`src/rtl/rv_isa_pkg.sv`:
```
// RV32I encoding constants, request/state types and a signed-range helper
// shared by the instruction encoder/loader and the decode-side controller.
package rv_isa_pkg;

   typedef enum logic [2:0] {
      CLS_R      = 3'd0,
      CLS_IALU   = 3'd1,
      CLS_LW     = 3'd2,
      CLS_SW     = 3'd3,
      CLS_BRANCH = 3'd4,
      CLS_JAL    = 3'd5,
      CLS_JALR   = 3'd6,
      CLS_LUI    = 3'd7
   } req_class_e;

   localparam logic [6:0] OP_R      = 7'b0110011;
   localparam logic [6:0] OP_IMM    = 7'b0010011;
   localparam logic [6:0] OP_LOAD   = 7'b0000011;
   localparam logic [6:0] OP_STORE  = 7'b0100011;
   localparam logic [6:0] OP_BRANCH = 7'b1100011;
   localparam logic [6:0] OP_JAL    = 7'b1101111;
   localparam logic [6:0] OP_JALR   = 7'b1100111;
   localparam logic [6:0] OP_LUI    = 7'b0110111;

   localparam logic [31:0] NOP_WORD = 32'h00000013;

   typedef struct packed {
      req_class_e  cls;
      logic [2:0]  f3;
      logic        f7b5;
      logic [4:0]  rd;
      logic [4:0]  rs1;
      logic [4:0]  rs2;
      logic [31:0] imm;
   } enc_req_t;

   typedef enum logic [1:0] {
      ST_IDLE  = 2'd0,
      ST_RUN   = 2'd1,
      ST_DRAIN = 2'd2,
      ST_DONE  = 2'd3
   } ld_state_e;

   // True when v is representable as a bits-wide two's-complement value.
   function automatic logic fits_s(input logic [31:0] v, input int unsigned bits);
      logic signed [31:0] lim;
      lim = 32'sd1 <<< (bits - 1);
      return ($signed(v) >= -lim) && ($signed(v) < lim);
   endfunction

endpackage

```
`src/rtl/rv_encode_comb.sv`:
```
// Pure combinational RV32I field encoder; illegal requests yield NOP_WORD
// and raise illegal_o.
module rv_encode_comb #(
   parameter logic [31:0] NOP_WORD = rv_isa_pkg::NOP_WORD
) (
   input  rv_isa_pkg::enc_req_t req_i,
   output logic [31:0]          word_o,
   output logic                 illegal_o
);
   import rv_isa_pkg::*;

   logic [31:0] imm;
   logic [31:0] w;
   logic        bad;

   assign imm = req_i.imm;

   always_comb begin
      w   = NOP_WORD;
      bad = 1'b0;
      unique case (req_i.cls)
         CLS_R: w = {(req_i.f7b5 ? 7'b0100000 : 7'b0000000), req_i.rs2, req_i.rs1,
                     req_i.f3, req_i.rd, OP_R};
         CLS_IALU: begin
            if (req_i.f3 == 3'b001 || req_i.f3 == 3'b101) begin
               // shifts carry shamt in imm[4:0]; negative imm compares large
               w   = {1'b0, req_i.f7b5, 5'b00000, imm[4:0], req_i.rs1, req_i.f3,
                      req_i.rd, OP_IMM};
               bad = (imm > 32'd31);
            end else begin
               w   = {imm[11:0], req_i.rs1, req_i.f3, req_i.rd, OP_IMM};
               bad = !fits_s(imm, 12);
            end
         end
         CLS_LW: begin
            w   = {imm[11:0], req_i.rs1, 3'b010, req_i.rd, OP_LOAD};
            bad = !fits_s(imm, 12);
         end
         CLS_SW: begin
            w   = {imm[11:5], req_i.rs2, req_i.rs1, 3'b010, imm[4:0], OP_STORE};
            bad = !fits_s(imm, 12);
         end
         CLS_BRANCH: begin
            w   = {imm[12], imm[10:5], req_i.rs2, req_i.rs1, req_i.f3, imm[4:1],
                   imm[11], OP_BRANCH};
            bad = imm[0] || !fits_s(imm, 13) || (req_i.f3 == 3'b010) ||
                  (req_i.f3 == 3'b011);
         end
         CLS_JAL: begin
            w   = {imm[20], imm[10:1], imm[11], imm[19:12], req_i.rd, OP_JAL};
            bad = imm[0] || !fits_s(imm, 21);
         end
         CLS_JALR: begin
            w   = {imm[11:0], req_i.rs1, 3'b000, req_i.rd, OP_JALR};
            bad = !fits_s(imm, 12);
         end
         CLS_LUI: begin
            w   = {imm[31:12], req_i.rd, OP_LUI};
            bad = (imm[11:0] != 12'd0);
         end
      endcase
      word_o    = bad ? NOP_WORD : w;
      illegal_o = bad;
   end

endmodule

```
`src/rtl/instr_encoder_loader.sv`:
```
// Accepts field-level instruction requests, encodes them through one
// registered stage and writes the words sequentially from a base address.
module instr_encoder_loader #(
   parameter int unsigned ADDR_W   = 32,
   parameter int unsigned DEPTH    = 1024,
   parameter logic [31:0] NOP_WORD = 32'h00000013,
   localparam int unsigned CW      = $clog2(DEPTH) + 1
) (
   input  logic              clk,
   input  logic              rst_n,
   input  logic              start,
   input  logic [ADDR_W-1:0] base_addr,
   input  logic              req_valid,
   output logic              req_ready,
   input  logic              req_last,
   input  logic [2:0]        req_class,
   input  logic [2:0]        req_f3,
   input  logic              req_f7b5,
   input  logic [4:0]        req_rd,
   input  logic [4:0]        req_rs1,
   input  logic [4:0]        req_rs2,
   input  logic [31:0]       req_imm,
   output logic              mem_we,
   output logic [ADDR_W-1:0] mem_addr,
   output logic [31:0]       mem_wdata,
   output logic              busy,
   output logic              done,
   output logic [CW-1:0]     word_count,
   output logic              err
);
   import rv_isa_pkg::*;

   ld_state_e         state_q, state_d;
   logic [ADDR_W-1:0] addr_q, addr_d;
   logic [CW-1:0]     cnt_q, cnt_d;
   logic              err_q, err_d;
   logic              wr_q, wr_d;
   logic [31:0]       wdata_q, wdata_d;

   enc_req_t          req;
   logic [31:0]       enc_word;
   logic              enc_ill;
   logic [CW:0]       cnt_next;
   logic [ADDR_W-1:0] base_aligned;
   logic              ready, accept;

   assign req.cls  = req_class_e'(req_class);
   assign req.f3   = req_f3;
   assign req.f7b5 = req_f7b5;
   assign req.rd   = req_rd;
   assign req.rs1  = req_rs1;
   assign req.rs2  = req_rs2;
   assign req.imm  = req_imm;

   rv_encode_comb #(.NOP_WORD(NOP_WORD)) u_enc (
      .req_i     (req),
      .word_o    (enc_word),
      .illegal_o (enc_ill)
   );

   // Count the in-flight write so a full run never accepts DEPTH+1 words.
   assign cnt_next     = {1'b0, cnt_q} + (CW+1)'(wr_q);
   assign ready        = (state_q == ST_RUN) && (cnt_next < (CW+1)'(DEPTH));
   assign accept       = req_valid && ready;
   assign base_aligned = base_addr & ~ADDR_W'(3);

   always_comb begin
      state_d = state_q;
      addr_d  = addr_q;
      cnt_d   = cnt_q;
      err_d   = err_q;
      wr_d    = accept;
      wdata_d = wdata_q;
      if (wr_q) begin
         addr_d = addr_q + ADDR_W'(4);
         cnt_d  = cnt_q + CW'(1);
      end
      if (accept) begin
         wdata_d = enc_word;
         if (enc_ill) err_d = 1'b1;
      end
      unique case (state_q)
         ST_IDLE: if (start) begin
            state_d = ST_RUN;
            addr_d  = base_aligned;
            cnt_d   = '0;
            err_d   = 1'b0;
         end
         ST_RUN: begin
            if (accept && req_last) begin
               state_d = ST_DRAIN;
            end else if (req_valid && !ready) begin
               // saturated: flag overflow; a last request closes the run unwritten
               err_d = 1'b1;
               if (req_last) state_d = ST_DONE;
            end
         end
         ST_DRAIN: state_d = ST_DONE;
         ST_DONE:  state_d = ST_IDLE;
      endcase
   end

   always_ff @(posedge clk or negedge rst_n) begin
      if (!rst_n) begin
         state_q <= ST_IDLE;
         addr_q  <= '0;
         cnt_q   <= '0;
         err_q   <= 1'b0;
         wr_q    <= 1'b0;
         wdata_q <= '0;
      end else begin
         state_q <= state_d;
         addr_q  <= addr_d;
         cnt_q   <= cnt_d;
         err_q   <= err_d;
         wr_q    <= wr_d;
         wdata_q <= wdata_d;
      end
   end

   assign req_ready  = ready;
   assign mem_we     = wr_q;
   assign mem_addr   = addr_q;
   assign mem_wdata  = wdata_q;
   assign busy       = (state_q != ST_IDLE);
   assign done       = (state_q == ST_DONE);
   assign word_count = cnt_q;
   assign err        = err_q;

endmodule

```
`config.mk`:
```
export PLATFORM = sky130hd
export DESIGN_NAME = instr_encoder_loader
export DESIGN_NICKNAME = d
export VERILOG_FILES = /design/src/rtl/rv_isa_pkg.sv /design/src/rtl/rv_encode_comb.sv /design/src/rtl/instr_encoder_loader.sv
export SDC_FILE = /design/constraint.sdc
export NUM_CORES = 1
export LEC_CHECK = 0
export ABC_AREA = 1
export ABC_CLOCK_PERIOD_IN_PS = 3700
export CAP_MARGIN = 20
export CORE_ASPECT_RATIO = 2
export CORE_MARGIN = 10
export CORE_UTILIZATION = 32
export CTS_BUF_LIST = sky130_fd_sc_hd__clkbuf_8 sky130_fd_sc_hd__clkbuf_16
export CTS_CLUSTER_DIAMETER = 30
export DETAILED_ROUTE_END_ITERATION = 10
export SYNTH_ARGS = -nofsm -noshare
export SYNTH_HDL_FRONTEND = slang
export SYNTH_SLANG_ARGS = --single-unit
```
`constraint.sdc`:
```
create_clock -name clk -period 3.7 [get_ports clk]
set_input_delay 0.74 -clock clk [delete_from_list [all_inputs] [get_ports clk]]
set_output_delay 0.74 -clock clk [all_outputs]
set_load 0.02 [all_outputs]
```
; ---- After elaboration in Yosys (flattened, before gate mapping)
; Index checks and enable logic that the tools add are counted.
[word_totals]
ff_bits = 79
input_bits = 91
out_inout_bits = 80
elab_cells = 79
[classes]
add_sub_neg = 3
magnitude_cmp = 8
n_eq_ne = 17
muxes = 23
n_reduce_logical = 22
[op_table]
columns = op, count
row1 = $pmux W32 S8, 1
row2 = $mux W32, 5
row3 = $mux W11, 3
row4 = $add A32 B3 Y32 const B, 1
row5 = $ge A32 B12 Y1 const B, 1
row6 = $ge A32 B13 Y1 const B, 1
row7 = $ge A32 B21 Y1 const B, 1
row8 = $gt A32 B5 Y1 const B, 1
row9 = $lt A32 B13 Y1 const B, 1
row10 = $lt A32 B14 Y1 const B, 1
row11 = $lt A32 B22 Y1 const B, 1
row12 = $eq A3 B3 Y1 const B, 5
row13 = $add A11 B1 Y12, 1
row14 = $eq A3 B2 Y1 const B, 4
row15 = $lt A12 B11 Y1 const B, 1
row16 = $reduce_bool A12 Y1, 1
row17 = $add A11 B1 Y11 const B, 1
row18 = $mux W2, 4
row19 = $pmux W2 S4, 1
row20 = $logic_and A1 B1 Y1, 7
row21 = $eq A3 B1 Y1 const B, 2
row22 = $mux W1, 6
row23 = $mux W6, 1
row24 = $logic_or A1 B1 Y1, 5
row25 = other kinds (13), 17

; ---- Depth between registers and ports, before layout
; Gate-level depths: netlist (run 1).
[logic_depth]
ltp_word = 12
mapped_depth = 13
depth_no_buf = 13

; ---- Modules after synthesis
; From an unflattened synthesis (run 1), not the netlist that was laid out.
[unflattened]
hier_cells = 725
hier_area_um2 = 5062.4
[by_module_without_submodules]
columns = mod, n_inst, cells_per_inst, area_per_inst_um2, seq_area_each_um2
row1 = instr_encoder_loader, 1, 516, 4043.9, 1926.8
row2 = rv_encode_comb, 1, 209, 1018.5, 0.0

; ---- Least setup slack after synthesis (run 1)
; OpenSTA, ideal clock, no wires.
[synth_path]
path_kind = reg-to-output
startpoint = reg wr_q, in the netlist mem_we
endpoint = out req_ready
t_arrival_ns = 1.120
t_required_ns = 2.960
setup_slack_ns = 1.840
stages_incl_launch_ff = 7
n_path_buf = 0
path_cell_list = dfrtp_1 ha_1 nand3_1 nor3_1 nand2_1 nand2_1 inv_1
[synth_between]
elab_chain_cells = 3
[synth_rtl]
columns = element, line
row1 = from (decl), instr_encoder_loader.sv:37  ; logic wr_q, wr_d;
row2 = from (signal assigned), instr_encoder_loader.sv:116  ; wr_q <= wr_d;
row3 = $add A11 B1 Y12, instr_encoder_loader.sv:62  ; assign cnt_next = {1'b0, cnt_q} + (CW+1)'(wr_q);
row4 = $lt A12 B11 Y1, instr_encoder_loader.sv:63  ; assign ready = (state_q == ST_RUN) && (cnt_next < (CW+1)'(DEPTH));
row5 = $logic_and A1 B1 Y1, instr_encoder_loader.sv:63
row6 = to (decl), instr_encoder_loader.sv:14  ; output logic req_ready,
; No other way between the ends.

; ---- Worst setup path in the final report (run 1)
; Ends and elaborated chain as after synthesis.

==> reports/qor.yml, run 1 <==
worst_setup_path_end_kind: "primary output"
post_cts_buffers: 0
clock_latency_ns: 0.34
drive_gt1_share_pct: 8.37
route.vias.total: 4981
vias_per_cell: 4.78
multi_input_area_sq_um: 2510
nFillCells: 1527
finalSetupTns_ns: 0
place.port_buffers: 166
fp.dieH_um: 193
r2r-end: "mem_wdata[2]"
routabilityCongestion: 1.04
fin_crit_ns: 2.88
hold_class: "input port to async pin"
dieArea_sq_um: 20600
cts_hold_buf: 0
r2r_cells: 12
syn_area_per_cell_sq_um: 7.14
r2r_start: "mem_we"
grt_max_degree: 59
fin_crit_sh_pct: 77.9
met2_usage_pct: 34.6
path_clk_slew_ns: 0.06
firstDrtPassIters: 5
worstMarginPinSlew_ns: 0.796
drtIter0Drc: 178
drc: 0
seq_area_frac_synth_pct: 39.5
finClkSkew_ns: 0.00631
slew_viol_final: 0
root_buffer: "clkbuf_16"
antenna_cells: 0
final_util_pct: 47.2
max_freq_mhz: 347
cts_tree: "yes"
grtUsageTotal_pct: 18.1
synth_area_sq_um: 4810
synthArstFlopShare_pct: 100
clock-sinks: 76
arrival_ns: 2.14
crit_fanout: 14
antenna_found_initial: 0
max_slew_margin_pct: 46.9
synth-edff-count: 0
powerDensity_nw_per_um2: 688
stdcell_area_sq_um: 6990
overflow: 0
wl_per_cell_um: 17.7
yosys_warnings: 0
cp-start-kind: "register"
hold_viol_final: 0
die_w_um: 107
clock_path_buffers: 2
syn_to_final_growth_pct: 45.2
crit_required_ns: 2.96
setup_viol: 0
ctsResizeCount: 0
grtUsageMet3_pct: 5.86
place_area_sq_um: 6720
postRouteWirelength_um: 18400
synth_flop_cell: "dfrtp_1"
ys_ff_latch: 76
antenna_left: 0
status: "finished, final reports clean"
ys_types: 42
grt_pass1_wl_um: 29000
dp_hpwl_um: 15000
final_nets: 941
grt_pass1_vias: 5401
r2r_slack_ns: 1.51
initial_utilization_pct: 32.5
rows: 63
grt-busiest-layer: "met2"
regArea_sq_um: 1900
cts_buffers: 9
fp.coreArea_sq_um: 14800
synthCells: 674
rsz0062_at_grt: "no"
maxCapViolCount: 0
io_pins: 171
ir_drop_v: 0.000313
setup.worst_path.class: "register to primary output"
htreeDepth: 3
grtUsageMet1_pct: 16.0
p_leak_uw: 0.00311
-- state kept, by name, indices dropped and copies added, names as in the netlist --
name	cells
err	1
mem_we	1
word_count	11
mem_wdata	31
mem_addr	30
state_q	2
-- report_power, final --
| part | switching (uW) | internal, uW | total (uW) |
|---|---|---|---|
| sequential | 332 | 1170 | 1500 |
| clock | 339 | 480 | 819 |
| combinational | 1400 | 1080 | 2480 |
-- layout by cell type, fill, tap and decap left out, types with 2 or more instances in the layout --
master	count
nor3_2	2
nand2_1	188
o21ai_2	20
inv_2	2
xor2_1	20
nor2_1	88
o21ai_0	34
nand3_2	2
nand4_1	8
a21oi_1	34
inv_1	75
nand2_2	2
nor2_2	5
clkbuf_16	9
clkdlybuf4s50_1	165
clkbuf_8	2
dfrtp_1	76
buf_4	14
nand3_1	40
xnor2_1	7
clkinv_2	2
ha_1	6
conb_1	2
or2_2	4
a221oi_1	3
nor3_1	16
o211ai_1	3
o22ai_1	3
-- metrics by stage --
step / hold slack, ns / power, uW / setup WS, ns / cells
2_1_floorplan: 0.444 / 2830 / 1.84 / 675
3_3_place_gp: 0.463 / 4020 / 0.645 / 1028
3_5_place_dp: 0.468 / 4040 / 0.622 / 1028
4_1_cts: 0.482 / 4890 / 0.762 / 1043
5_1_grt: 0.506 / 5160 / 0.646 / 1043
6_report: 0.470 / 4810 / 0.818 / 1043
-- per-layer routing --
metal | vias up | share of wire [%]
met3 | 32 | 6.8
li1 | 2491 | -
met2 | 166 | 57
met4 | 0 | 3.5
met1 | 2292 | 33
met5 | - | 0
-- worst max path at each step --
| stage | startpoint | end | depth (start not counted) | slack, ns |
|---|---|---|---|---|
| 3_5_place_dp | req_class[2] | mem_wdata[15] | 10 | 0.62 |
| 5_1_grt | mem_we | req_ready | 8 | 0.65 |
| 3_3_place_gp | req_class[2] | mem_wdata[25] | 9 | 0.65 |
| 4_1_cts | mem_we | req_ready | 8 | 0.76 |
| 2_1_floorplan | mem_we | req_ready | 6 | 1.84 |
| 6_report | mem_we | req_ready | 8 | 0.82 |
-- cells in the mapped netlist, types with 2 or more instances --
master	n	area, sq um
a21oi_1	34	170
a221oi_1	3	26.3
buf_2	6	30.0
buf_4	3	22.5
buf_6	3	33.8
clkbuf_1	10	37.5
dfrtp_1	76	1900
ha_1	6	75.1
inv_1	73	274
inv_2	2	7.51
nand2_1	189	709
nand3_1	40	200
nand3_2	2	20.0
nand4_1	8	50.1
nor2_1	89	334
nor2_2	4	25.0
nor3_1	16	80.1
nor3_2	2	20.0
o211ai_1	3	22.5
o21ai_0	34	170
o21ai_2	20	175
o22ai_1	3	18.8
or2_2	4	25.0
xnor2_1	7	61.3
xor2_1	20	175
-- area by class of cell --
| type | count | share of cell area [%] |
|---|---|---|
| Clock buffer | 11 | 3.62 |
| Clock inverter | 4 | 0.251 |
| Inverter | 76 | 4.08 |
| Multi-Input combinational cell | 501 | 35.9 |
| Sequential cell | 76 | 27.2 |
| Tap cell | 195 | 3.49 |
| Timing Repair Buffer | 180 | 25.4 |
-- logic make-up after synthesis --
group                    Yosys count  synth area share (%)
buffers and inverters             98                  8.50
flip-flops                        76                  39.5
adder cells (fa/ha/maj)            6                  1.56
AND/OR/NAND/NOR                  362                  32.2
XOR/XNOR                          27                  4.91
AO/OA/AOI/OAI                    104                  13.2
other                              1                0.0779
-- critical path, cell delays in order (launching register included) --
cell	delay, ns
dfrtp_1	0.36
buf_4	0.19
ha_1	0.21
nand3_1	0.09
nor3_1	0.05
nand2_1	0.08
nand2_1	0.11
inv_1	0.09
clkdlybuf4s50_1	0.63
No activity file was read; power rests on OpenSTA's default activity.
==> run 2, diff against run 1 <==
ABC_CLOCK_PERIOD_IN_PS = 2730   (was 3700)
clock period = 2.73 ns   (was 3.7 ns; I/O delays follow)
==> run 2 against run 1 <==
Effect of this change:
- die area unchanged
- combinational power up 36%
- register-to-register slack worse by 0.84 ns
- count of clock-buffer cells in the layout unchanged
- via count about the same
- wire length about the same
- critical path depth down 4
- utilization up 0.78 points
- critical endpoint is now busy
==> reports/qor.yml, run 2 (same netlist as run 1, synthesis figures left out) <==
r2r_cells: 11
crit_slowest_cell: "clkdlybuf4s50_1"
io_pins: 171
status: "finished, final reports clean"
r2r_start: "state_q[1]"
clock_latency_ns: 0.34
stdcell_area_sq_um: 7100
wl_per_cell_um: 17.6
antenna_left: 0
place.port_buffers: 166
rsz0062_at_grt: "no"
place_worst_setup_slack_ns: 0.180
worst_setup_path_end_kind: "primary output"
critPathTopFamily: "buffers and inverters"
post_cts_buffers: 0
syn_to_final_growth_pct: 47.6
arrival_ns: 1.80
path_clk_slew_ns: 0.06
place_area_sq_um: 6780
layout_common_cells: "nand2_1, clkdlybuf4s50_1, nor2_1"
initial_utilization_pct: 32.5
r2r_slack_ns: 0.67
fp.dieH_um: 193
finalSetupTns_ns: 0
layout.cells.most_common: "nand2_1"
overflow: 0
clock_path_buffers: 2
nFillCells: 1579
r2r-end: "mem_wdata[2]"
finClkSkew_ns: 0.00611
max_freq_mhz: 427
fin_crit_ns: 2.34
routabilityCongestion: 0.942
setup.worst_path.class: "register to primary output"
drtIter0Drc: 139
powerDensity_nw_per_um2: 951
vias_per_cell: 4.75
grt_pass1_vias: 5277
crit_path_frequent_cell: "inv_1"
cpPeakStageDelay_ns: 0.65
grt_pass1_wl_um: 28600
fp.coreArea_sq_um: 14800
firstDrtPassIters: 4
fin_crit_sh_pct: 85.8
cp-start-kind: "register"
drive_gt1_share_pct: 9.25
drc: 0
grtUsageTotal_pct: 17.9
htreeDepth: 3
finalWorstSetupSlack_ns: 0.387
die_w_um: 107
dieArea_sq_um: 20600
crit_fanout: 5
slew_viol_final: 0
worstMarginPinSlew_ns: 0.551
ctsResizeCount: 0
crit_required_ns: 2.18
rows: 63
hold_class: "input port to async pin"
route.vias.total: 4980
dp_hpwl_um: 15200
p_leak_uw: 0.00317
largest_reg_flops: 31
cts_buffers: 9
cts_tree: "yes"
hold_viol_final: 0
maxCapViolCount: 0
setup_viol: 0
postRouteWirelength_um: 18400
cp_cell_sequence: "inv_1 > ha_1 > inv_1 > clkdlybuf4s50_1"
max_slew_margin_pct: 63.0
grt_max_degree: 38
antenna_cells: 0
hold_ws_ns: 0.0614
root_buffer: "clkbuf_16"
clock-sinks: 76
ir_drop_v: 0.000403
final_nets: 947
antenna_found_initial: 0
cts_hold_buf: 0
critical_path_buf_inv_count: 3
## run 2: through the flow
| step | utilization, % | total power (uW) | instances |
|---|---|---|---|
| after floorplan | - | 3840 | 675 |
| after global placement | 45.7 | 5490 | 1034 |
| after detailed placement | 45.7 | 5510 | 1034 |
| final | 47.9 | 6750 | 1049 |
| after global routing | 47.9 | 7250 | 1049 |
| after CTS | 47.9 | 6880 | 1049 |
## run 2: how the worst max path moves through the flow
stage	startpoint	to	depth (start not counted)
finish	state_q[0]	busy	4
global route	state_q[1]	req_ready	7
CTS	state_q[1]	req_ready	7
detailed placement	req_imm[12]	mem_wdata[15]	12
global placement	req_imm[12]	err	13
floorplan	mem_addr[2]	mem_addr[28]	8
## run 2: layout make-up
type | count | area, sq um | share of cell area [%]
inverters | 76 | 285 | 4.02
clock inverters | 4 | 72.6 | 1.02
multi-input cells | 501 | 2510 | 35.3
repair buffers | 186 | 1840 | 25.9
well taps | 195 | 244 | 3.43
flip-flops and latches | 76 | 1900 | 26.8
clock buffers | 11 | 253 | 3.56
## run 2: layer usage
| metal | vias up | GRT usage (%) | wire [um] |
|---|---|---|---|
| met2 | 162 | 34.5 | 10500 |
| li1 | 2503 | - | - |
| met4 | 0 | 10.6 | 856 |
| met5 | - | 0 | 0 |
| met1 | 2278 | 15.1 | 5820 |
| met3 | 37 | 5.56 | 1280 |
## run 2: worst reg2reg max path: stages, from the launching register on
cell,delay (ns)
dfrtp_1,0.38
inv_1,0.12
ha_1,0.25
inv_1,0.06
nor2_1,0.08
nand2_1,0.12
nor2_2,0.13
clkinv_1,0.25
buf_4,0.33
nor2_1,0.13
nand3_1,0.10
nand2_1,0.07
## run 2: power breakdown
group / internal [uW] / switching [uW] / total (uW) / leakage (uW)
logic: 1470 / 1910 / 3380 / 0.00208
clock network: 844 / 483 / 1330 / 0.000158
registers: 1590 / 457 / 2040 / 0.000935
==> run 3, diff against run 2 <==
ABC_CLOCK_PERIOD_IN_PS = 2400   (was 2730)
SLEW_MARGIN = 20   (was unset)
clock period = 2.4 ns   (was 2.73 ns; I/O delays follow)
==> run 3 against run 2 <==
Effect of this change:
- clock skew decreased by 0.00081 ns
- design area increased by 2.7%
- register-to-register slack got worse by 0.30 ns
- clock power increased by 5%
- hold slack improved by 0.42 ns
- via count increased by 1.6%
- utilization increased by 1.3 points
- die area unchanged
- critical endpoint is now mem_wdata[16]
- largest cell class unchanged
- largest power group unchanged
==> reports/qor.yml, run 3 (same netlist as run 1, synthesis figures left out) <==
status: "finished, final reports clean"
hold_ws_ns: 0.479
cp-start-kind: "input port"
drive_gt1_share_pct: 11.6
clock_path_buffers: 2
worst_setup_path_end_kind: "register"
r2r_slack_ns: 0.37
p_leak_uw: 0.00330
clock_latency_ns: 0.34
fin_crit_ns: 2.20
drtIter0Drc: 105
antenna_cells: 0
max_freq_mhz: 454
layout.cells.most_common: "nand2_1"
cts_tree: "yes"
finalWorstSetupSlack_ns: 0.198
grt-busiest-layer: "met2"
crit_required_ns: 2.67
arrival_ns: 2.47
hold_viol_final: 0
slew_viol_final: 0
cts_buffers: 9
antenna_found_initial: 0
met2_usage_pct: 34.2
worstSetupStartpoint: "req_imm[16]"
fp.coreArea_sq_um: 14800
clock-sinks: 76
antenna_left: 0
route.vias.total: 5061
max_slew_margin_pct: 62.9
die_w_um: 107
maxCapViolCount: 0
post_cts_buffers: 0
grtUsageTotal_pct: 18.1
nFillCells: 1563
final_util_pct: 49.2
setup_viol: 0
fin_crit_sh_pct: 91.7
place.port_buffers: 166
largest_reg_flops: 31
grt_max_degree: 61
powerDensity_nw_per_um2: 1040
finClkSkew_ns: 0.00530
hold_class: "register to register"
overflow: 0
grtUsageMet3_pct: 6.06
drc: 0
rsz0062_at_grt: "no"
layout_common_cells: "nand2_1, clkdlybuf4s50_1, nor2_1"
postRouteWirelength_um: 18300
r2r_cells: 8
stdcell_area_sq_um: 7290
root_buffer: "clkbuf_16"
place_area_sq_um: 6990
firstDrtPassIters: 6
rows: 63
place_worst_setup_slack_ns: -0.134
io_pins: 171
dieArea_sq_um: 20600
grt_pass1_wl_um: 29100
htreeDepth: 3
grt_pass1_vias: 5496
dp_hpwl_um: 15100
syn_to_final_growth_pct: 51.6
grtUsageMet1_pct: 15.7
vias_per_cell: 4.70
final_nets: 973
crit_fanout: 10
worstMarginPinSlew_ns: 0.552
r2r-end: "mem_addr[28]"
setup.worst_path.class: "input port to register"
worstSetupEndpoint: "mem_wdata[16]"
wl_per_cell_um: 17.0
initial_utilization_pct: 32.5
r2r_start: "mem_addr[2]"
ir_drop_v: 0.000605
path_clk_slew_ns: 0.06
fp.dieH_um: 193
routabilityCongestion: 0.937
[run 3: changes by cell type in the layout (fill, tap and decap cells not counted), sizes merged]
cell / before / now
inv: 75 / 79
clkbuf: 11 / 12
clkinv: 2 / 1
bufinv: 2 / 1
buf: 21 / 46
dlygate4sd3: 0 / 1
clkdlybuf4s50: 164 / 163
clkinvlp: 1 / 0
[run 3: timing repair]
action                                 CTS  global route
setup endpoints to repair                1             2
endpoints found under the hold margin    9             0
gates resized for setup                  1             3
hold buffers                             1             0
[run 3: power by group]
group | switching (uW) | internal [uW] | total, uW
Combinational | 2180 | 1720 | 3900
Clock | 543 | 848 | 1390
Sequential | 512 | 1810 | 2320
[run 3: layout make-up]
cell class / count / area [sq um] / area share (%)
clock buffers: 11 / 253 / 3.47
clock inverters: 5 / 45.0 / 0.618
inverters: 76 / 285 / 3.91
multi-input cells: 501 / 2510 / 34.4
flip-flops and latches: 76 / 1900 / 26.1
well taps: 195 / 244 / 3.35
repair buffers: 212 / 2050 / 28.2
[run 3: how the worst min path moves through the flow]
stage	start	endpoint	depth (start not counted)
floorplan	rst_n	err	0
global placement	rst_n	mem_wdata[4]	1
detailed placement	rst_n	mem_wdata[4]	1
CTS	mem_wdata[14]	mem_wdata[14]	2
global route	mem_wdata[11]	mem_wdata[11]	2
finish	mem_wdata[11]	mem_wdata[11]	2
[run 3: metrics by stage]
stage | setup TNS (ns) | total power (uW) | instances
final | 0 | 7610 | 1076
after global routing | 0 | 8190 | 1076
after CTS | 0 | 7740 | 1076
after detailed placement | -1.06 | 6310 | 1059
after global placement | -0.745 | 6280 | 1059
after floorplan | 0 | 4370 | 675
[run 3: metal layers]
layer	share of wire [%]	wire length, um
met1	32	5900
met5	0	0
met4	5.0	911
met2	56	10200
met3	6.9	1260
[run 3: critical path: stages]
cell and delay [ns]:
clkdlybuf4s50_1 0.51, nand2_1 0.06, nor2_1 0.09, nand2_1 0.06, nor2_1 0.25, nand2_1 0.09
nand2_1 0.07, nand2_1 0.06, a21oi_2 0.17, nand3_4 0.19, buf_12 0.20, buf_4 0.14
o21ai_2 0.09
